===== src/rtl/layer_cmd_responder.sv =====
// Layer-command responder: accepts one layer command, walks the PE array
// through every (oc tile, ic tile) pass of preload / stream / drain, then
// returns a completion response.
//
// state  | meaning
// IDLE   | waiting for a command, cmd_ready high
// WLOAD  | preloading weights, one array row per cycle
// STREAM | streaming ifmap pixels through the array
// DRAIN  | letting the systolic pipeline empty, strobes low
// NEXT   | advancing tile indices (ic inner loop, oc outer loop)
// RESP   | response pending until the initiator takes it
module layer_cmd_responder #(
  parameter int ARRAY  = 8,
  parameter int PIX_W  = 12,
  parameter int TILE_W = 4,
  parameter int ROW_W  = $clog2(ARRAY)
) (
  input  logic              i_clk,
  input  logic              i_rst_n,
  input  logic              i_cmd_valid,
  output logic              o_cmd_ready,
  input  logic [TILE_W-1:0] i_cmd_ic_tiles,
  input  logic [TILE_W-1:0] i_cmd_oc_tiles,
  input  logic [PIX_W-1:0]  i_cmd_pix,
  output logic              o_wload_en,
  output logic [ROW_W-1:0]  o_wload_row,
  output logic              o_stream_en,
  output logic [PIX_W-1:0]  o_pix_addr,
  output logic [TILE_W-1:0] o_ic_idx,
  output logic [TILE_W-1:0] o_oc_idx,
  output logic              o_acc_first,
  output logic              o_acc_last,
  output logic              o_busy,
  output logic              o_rsp_valid,
  output logic              o_rsp_err,
  input  logic              i_rsp_ready
);

  localparam int DRN_W = $clog2(2*ARRAY);
  localparam logic [ROW_W-1:0] ROW_LAST   = ROW_W'(ARRAY-1);
  localparam logic [DRN_W-1:0] DRAIN_INIT = DRN_W'(2*ARRAY-2);

  typedef enum logic [2:0] {
    IDLE, WLOAD, STREAM, DRAIN, NEXT, RESP
  } state_t;

  state_t              r_state;
  logic [TILE_W-1:0]   r_ic_tiles;
  logic [TILE_W-1:0]   r_oc_tiles;
  logic [PIX_W-1:0]    r_pix;
  logic [DRN_W-1:0]    r_drain_cnt;
  logic                r_wload_en;
  logic [ROW_W-1:0]    r_wload_row;
  logic                r_stream_en;
  logic [PIX_W-1:0]    r_pix_addr;
  logic [TILE_W-1:0]   r_ic_idx;
  logic [TILE_W-1:0]   r_oc_idx;
  logic                r_acc_first;
  logic                r_acc_last;
  logic                r_rsp_err;
  logic                w_cmd_zero;
  logic                w_ic_last;
  logic                w_oc_last;

  assign w_cmd_zero = (i_cmd_ic_tiles == '0) || (i_cmd_oc_tiles == '0) || (i_cmd_pix == '0);
  assign w_ic_last  = (r_ic_idx == r_ic_tiles - TILE_W'(1));
  assign w_oc_last  = (r_oc_idx == r_oc_tiles - TILE_W'(1));

  assign o_cmd_ready = (r_state == IDLE);
  assign o_rsp_valid = (r_state == RESP);
  assign o_busy      = (r_state != IDLE);
  assign o_wload_en  = r_wload_en;
  assign o_wload_row = r_wload_row;
  assign o_stream_en = r_stream_en;
  assign o_pix_addr  = r_pix_addr;
  assign o_ic_idx    = r_ic_idx;
  assign o_oc_idx    = r_oc_idx;
  assign o_acc_first = r_acc_first;
  assign o_acc_last  = r_acc_last;
  assign o_rsp_err   = r_rsp_err;

  // Sequencer: state, latched command fields, counters and registered strobes.
  always_ff @(posedge i_clk or negedge i_rst_n) begin
    if (!i_rst_n) begin
      r_state     <= IDLE;
      r_ic_tiles  <= '0;
      r_oc_tiles  <= '0;
      r_pix       <= '0;
      r_drain_cnt <= '0;
      r_wload_en  <= 1'b0;
      r_wload_row <= '0;
      r_stream_en <= 1'b0;
      r_pix_addr  <= '0;
      r_ic_idx    <= '0;
      r_oc_idx    <= '0;
      r_acc_first <= 1'b0;
      r_acc_last  <= 1'b0;
      r_rsp_err   <= 1'b0;
    end else begin
      case (r_state)
        IDLE: begin
          if (i_cmd_valid) begin
            r_ic_tiles <= i_cmd_ic_tiles;
            r_oc_tiles <= i_cmd_oc_tiles;
            r_pix      <= i_cmd_pix;
            r_ic_idx   <= '0;
            r_oc_idx   <= '0;
            if (w_cmd_zero) begin
              r_rsp_err <= 1'b1;
              r_state   <= RESP;
            end else begin
              r_rsp_err   <= 1'b0;
              r_wload_en  <= 1'b1;
              r_wload_row <= '0;
              r_state     <= WLOAD;
            end
          end
        end
        WLOAD: begin
          if (r_wload_row == ROW_LAST) begin
            r_wload_en  <= 1'b0;
            r_wload_row <= '0;
            r_stream_en <= 1'b1;
            r_pix_addr  <= '0;
            r_acc_first <= (r_ic_idx == '0);
            r_acc_last  <= w_ic_last;
            r_state     <= STREAM;
          end else begin
            r_wload_row <= r_wload_row + ROW_W'(1);
          end
        end
        STREAM: begin
          if (r_pix_addr == r_pix - PIX_W'(1)) begin
            r_stream_en <= 1'b0;
            r_pix_addr  <= '0;
            r_acc_first <= 1'b0;
            r_acc_last  <= 1'b0;
            r_drain_cnt <= DRAIN_INIT;
            r_state     <= DRAIN;
          end else begin
            r_pix_addr <= r_pix_addr + PIX_W'(1);
          end
        end
        DRAIN: begin
          if (r_drain_cnt == '0) begin
            r_state <= NEXT;
          end else begin
            r_drain_cnt <= r_drain_cnt - DRN_W'(1);
          end
        end
        NEXT: begin
          if (!w_ic_last) begin
            r_ic_idx   <= r_ic_idx + TILE_W'(1);
            r_wload_en <= 1'b1;
            r_state    <= WLOAD;
          end else begin
            // oc index steps past the final tile on the last pass; that value is what RESP shows
            r_ic_idx <= '0;
            r_oc_idx <= r_oc_idx + TILE_W'(1);
            if (w_oc_last) begin
              r_state <= RESP;
            end else begin
              r_wload_en <= 1'b1;
              r_state    <= WLOAD;
            end
          end
        end
        RESP: begin
          if (i_rsp_ready) begin
            r_ic_idx   <= '0;
            r_oc_idx   <= '0;
            r_ic_tiles <= '0;
            r_oc_tiles <= '0;
            r_pix      <= '0;
            r_rsp_err  <= 1'b0;
            r_state    <= IDLE;
          end
        end
        default: r_state <= IDLE;
      endcase
    end
  end

endmodule


===== config.mk =====
export PLATFORM = sky130hd
export DESIGN_NAME = layer_cmd_responder
export DESIGN_NICKNAME = d
export VERILOG_FILES = /design/src/rtl/layer_cmd_responder.sv
export SDC_FILE = /design/constraint.sdc
export NUM_CORES = 1
export LEC_CHECK = 0
export ABC_CLOCK_PERIOD_IN_PS = 5450
export BUFFER_PORTS_ARGS = -buffer_cell sky130_fd_sc_hd__buf_2
export CORE_ASPECT_RATIO = 0.6
export CORE_MARGIN = 2
export CORE_UTILIZATION = 60
export DETAILED_ROUTE_END_ITERATION = 12
export PLACE_DENSITY = 0.94
export SYNTH_ARGS = -nofsm -noshare
export SYNTH_HDL_FRONTEND = slang
export SYNTH_SLANG_ARGS = --single-unit

===== constraint.sdc =====
create_clock -name i_clk -period 5.45 [get_ports i_clk]
set_clock_uncertainty 0.1 [all_clocks]
set_input_delay 0.8175 -clock i_clk [delete_from_list [all_inputs] [get_ports i_clk]]
set_output_delay 0.8175 -clock i_clk [all_outputs]
set_load 0.01 [all_outputs]

==> flow_metrics.py <==
metrics = {
    "critical_path": {
        "cp_slowest_cell": "dfrtp_1",
        "crit_required_ns": 4.53,
        "worstPathCellList": "nand3b_1 > inv_1 > buf_2",
        "startpoint_type": "flip-flop",
        "endpoint_kind": "output port",
        "crit_fanout": 23,
        "criticalPathCategory": "reg2out",
        "max_stage_delay_ns": 0.79,
        "cp_data_arrival_time_ns": 2.28,
    },
    "global_routing": {
        "grt_first_pass_wirelength_um": 14200,
        "grt.overflow.total": 0,
        "met1_usage_pct": 45.4,
        "antenna_found_initial": 0,
        "top_usage_layer": "met1",
        "grt_pass1_vias": 2874,
        "grt.total_usage_pct": 27.9,
        "global_route.usage.met3_pct": 5.77,
        "use_met2_pct": 38.6,
        "grt_max_degree": 56,
    },
    "sta": {
        "min_period_ns": 3.20,
        "setup_viol": 0,
        "whs_ns": 0.412,
        "slew_headroom_pct": 20.0,
        "fin_ws_ns": 2.25,
        "finalHoldViolations": 0,
        "period_share_pct": 58.7,
        "worst-slew-pin-transition_ns": 1.20,
        "tns_ns": 0,
        "clock.fmax_ghz": 0.313,
        "slew_viol_final": 0,
        "rsz0062_at_grt": "false",
    },
    "yosys": {
        "synth-edff-count": 0,
        "yosysWarnings": 0,
        "synth.cell_area_sq_um": 3490,
        "synth_ff_type": "dfrtp_1",
        "ys_async_sr_fraction_pct": 100,
        "syn_nets": 426,
        "synthDistinctLibCells": 64,
        "synthTopCellsByArea": "dfrtp_1 39%, nand2_1 5.4%, nand3_1 4.2%",
        "synth_common_cells": "55 x dfrtp_1, 50 x nand2_1, 29 x nand3_1, 20 x inv_1, 20 x nor2_1",
        "yosysTopAreaCellShare_pct": 39.4,
        "ys_seq_elements": 55,
        "ys_seq_area_share_pct": 39.4,
        "syn_avg_cell_area_sq_um": 8.91,
        "netlist_instances": 392,
        "yosysMostFrequentCell": "dfrtp_1",
        "synth_area_leader_cell": "dfrtp_1",
    },
    "clocking": {
        "clock_latency_ns": 0.30,
        "cts_resized": 0,
        "cts_root_buffer": "clkbuf_8",
        "clockBufferDepth": 2,
        "hold_buffers": 0,
        "clock-sinks": 55,
        "cts_setup_buffers": 0,
        "cts_tree": "done",
        "clkTransAtPathRegs_ns": 0.10,
        "htree_levels": 2,
        "cts_made_buffers": 5,
    },
    "power_and_ir_drop": {
        "p_int_w": 0.00105,
        "share_seq_of_total_power_pct": 39.7,
        "switching_share_pct": 43.7,
        "power.switching_w": 0.000813,
        "p_leak_nw": 1.82,
        "pwr-share-clk_pct": 14.2,
        "irDropWorstVdd_mv": 0.245,
        "power.share.combinational_pct": 46.1,
        "p_per_area_nw_per_um2": 474,
    },
    "routing": {
        "first_pass_iters": 5,
        "wl_per_cell_um": 16.5,
        "drt-initial-drc-count": 209,
        "routed_wl_um": 8600,
        "num_vias": 3152,
        "route.detailed.drc": 0,
        "vias_per_cell": 6.05,
        "detail-route-antenna-nets": 0,
    },
    "floorplan": {
        "io_pins": 55,
        "die_area_sq_um": 6470,
        "die_y_um": 63.1,
        "core_area_sq_um": 5600,
        "rows": 21,
        "die_w_um": 102,
        "start_util_pct": 62.4,
    },
    "layout": {
        "final_util_pct": 70.0,
        "antenna_cells": 0,
        "drive_gt1_share_pct": 17.9,
        "final.fill_count": 460,
        "finalNonFillerCells": 521,
        "syn_to_final_growth_pct": 12.3,
        "fin_nets": 475,
    },
    "hold_path": {
        "hold_class": "reg2reg",
    },
    "outcome": {
        "status": "finished, final reports clean",
    },
    "place": {
        "finalWeightedCongestion": 0.944,
        "dp_slack_ns": 2.24,
        "hpwlAfterDp_um": 6520,
        "portBuffers": 54,
        "placedCellCount": 514,
    },
    "job": {
        "max_cap_violations": 0,
    },
}
worst paths after layout:
path,to,cells after the start,slack (ns),startpoint
setup / recovery,o_rsp_valid,3,2.25,r_state[0]
hold / removal,o_rsp_err,1,0.41,o_rsp_err
setup reg to reg,o_acc_last,8,2.26,r_pix[0]
hold reg to reg,o_rsp_err,1,0.41,o_rsp_err
max in group asynchronous,r_pix[2],2,4.26,i_rst_n
min in group asynchronous,o_pix_addr[10],2,0.52,i_rst_n
through the flow:
| stage | total power [W] | instance area (sq um) |
|---|---|---|
| floorplan | 0.00134 | 3490 |
| global placement | 0.00154 | 3810 |
| detailed placement | 0.00158 | 3810 |
| CTS | 0.00185 | 3920 |
| global route | 0.00200 | 3920 |
| finish | 0.00186 | 3920 |
cell type report:
type,count,area [sq um],area share (%)
clock buffers,5,68.8,1.76
clock inverters,2,37.5,0.958
inverters,20,75.1,1.92
multi-input cells,302,1970,50.2
flip-flops and latches,55,1380,35.1
well taps,80,100,2.55
repair buffers,57,293,7.47
placed cells by master, fill, tap and decap left out, drive strengths merged, types with 9 or more instances in the layout:
cell type	instances
buf	57
dfrtp	55
nand2	50
nand3	29
nor2	21
o21ai	21
inv	20
xnor2	16
xor2	12
nor3	12
a21oi	10
ha	10
and3	9
per-layer routing:
metal / part of all wire [%] / up-vias
li1: - / 1513
met1: 49 / 1500
met2: 43 / 135
met3: 7.6 / 4
met4: 0.36 / 0
met5: 0 / -
power by group through the flow:
stage          sequential, W  combinational (W)  clock, W
2_1_floorplan       0.000670           0.000673         0
3_3_place_gp        0.000729           0.000809         0
3_5_place_dp        0.000739           0.000846         0
4_1_cts             0.000731           0.000853  0.000270
5_1_grt             0.000758           0.000958  0.000285
6_report            0.000739           0.000856  0.000264
sequential cells by signal, summed over array words and instances, names as in the netlist:
register / cells
o_ic_idx: 4
r_oc_tiles: 4
o_wload_row: 3
o_pix_addr: 12
o_oc_idx: 4
r_pix: 12
o_acc_last: 1
o_wload_en: 1
r_ic_tiles: 4
r_state: 3
o_acc_first: 1
o_stream_en: 1
o_rsp_err: 1
r_drain_cnt: 4
cell families after synthesis:
family | count (synthesis) | share of synthesized area [%]
muxes | 2 | 0.609
xor gates and xnor gates | 30 | 8.35
buffers and inverters | 35 | 4.19
and+or+nand+nor | 176 | 26.4
AOI/OAI and AO/OA | 84 | 17.5
DFF | 55 | 39.4
adders and majority gates | 10 | 3.58
critical path, delay by kind of cell (launching register included):
| kind | cells | cell delay, ns |
|---|---|---|
| buf+inv | 2 | 0.43 |
| flops | 1 | 0.79 |
| simple gates | 1 | 0.75 |
Power figures use the tool's default switching activity.
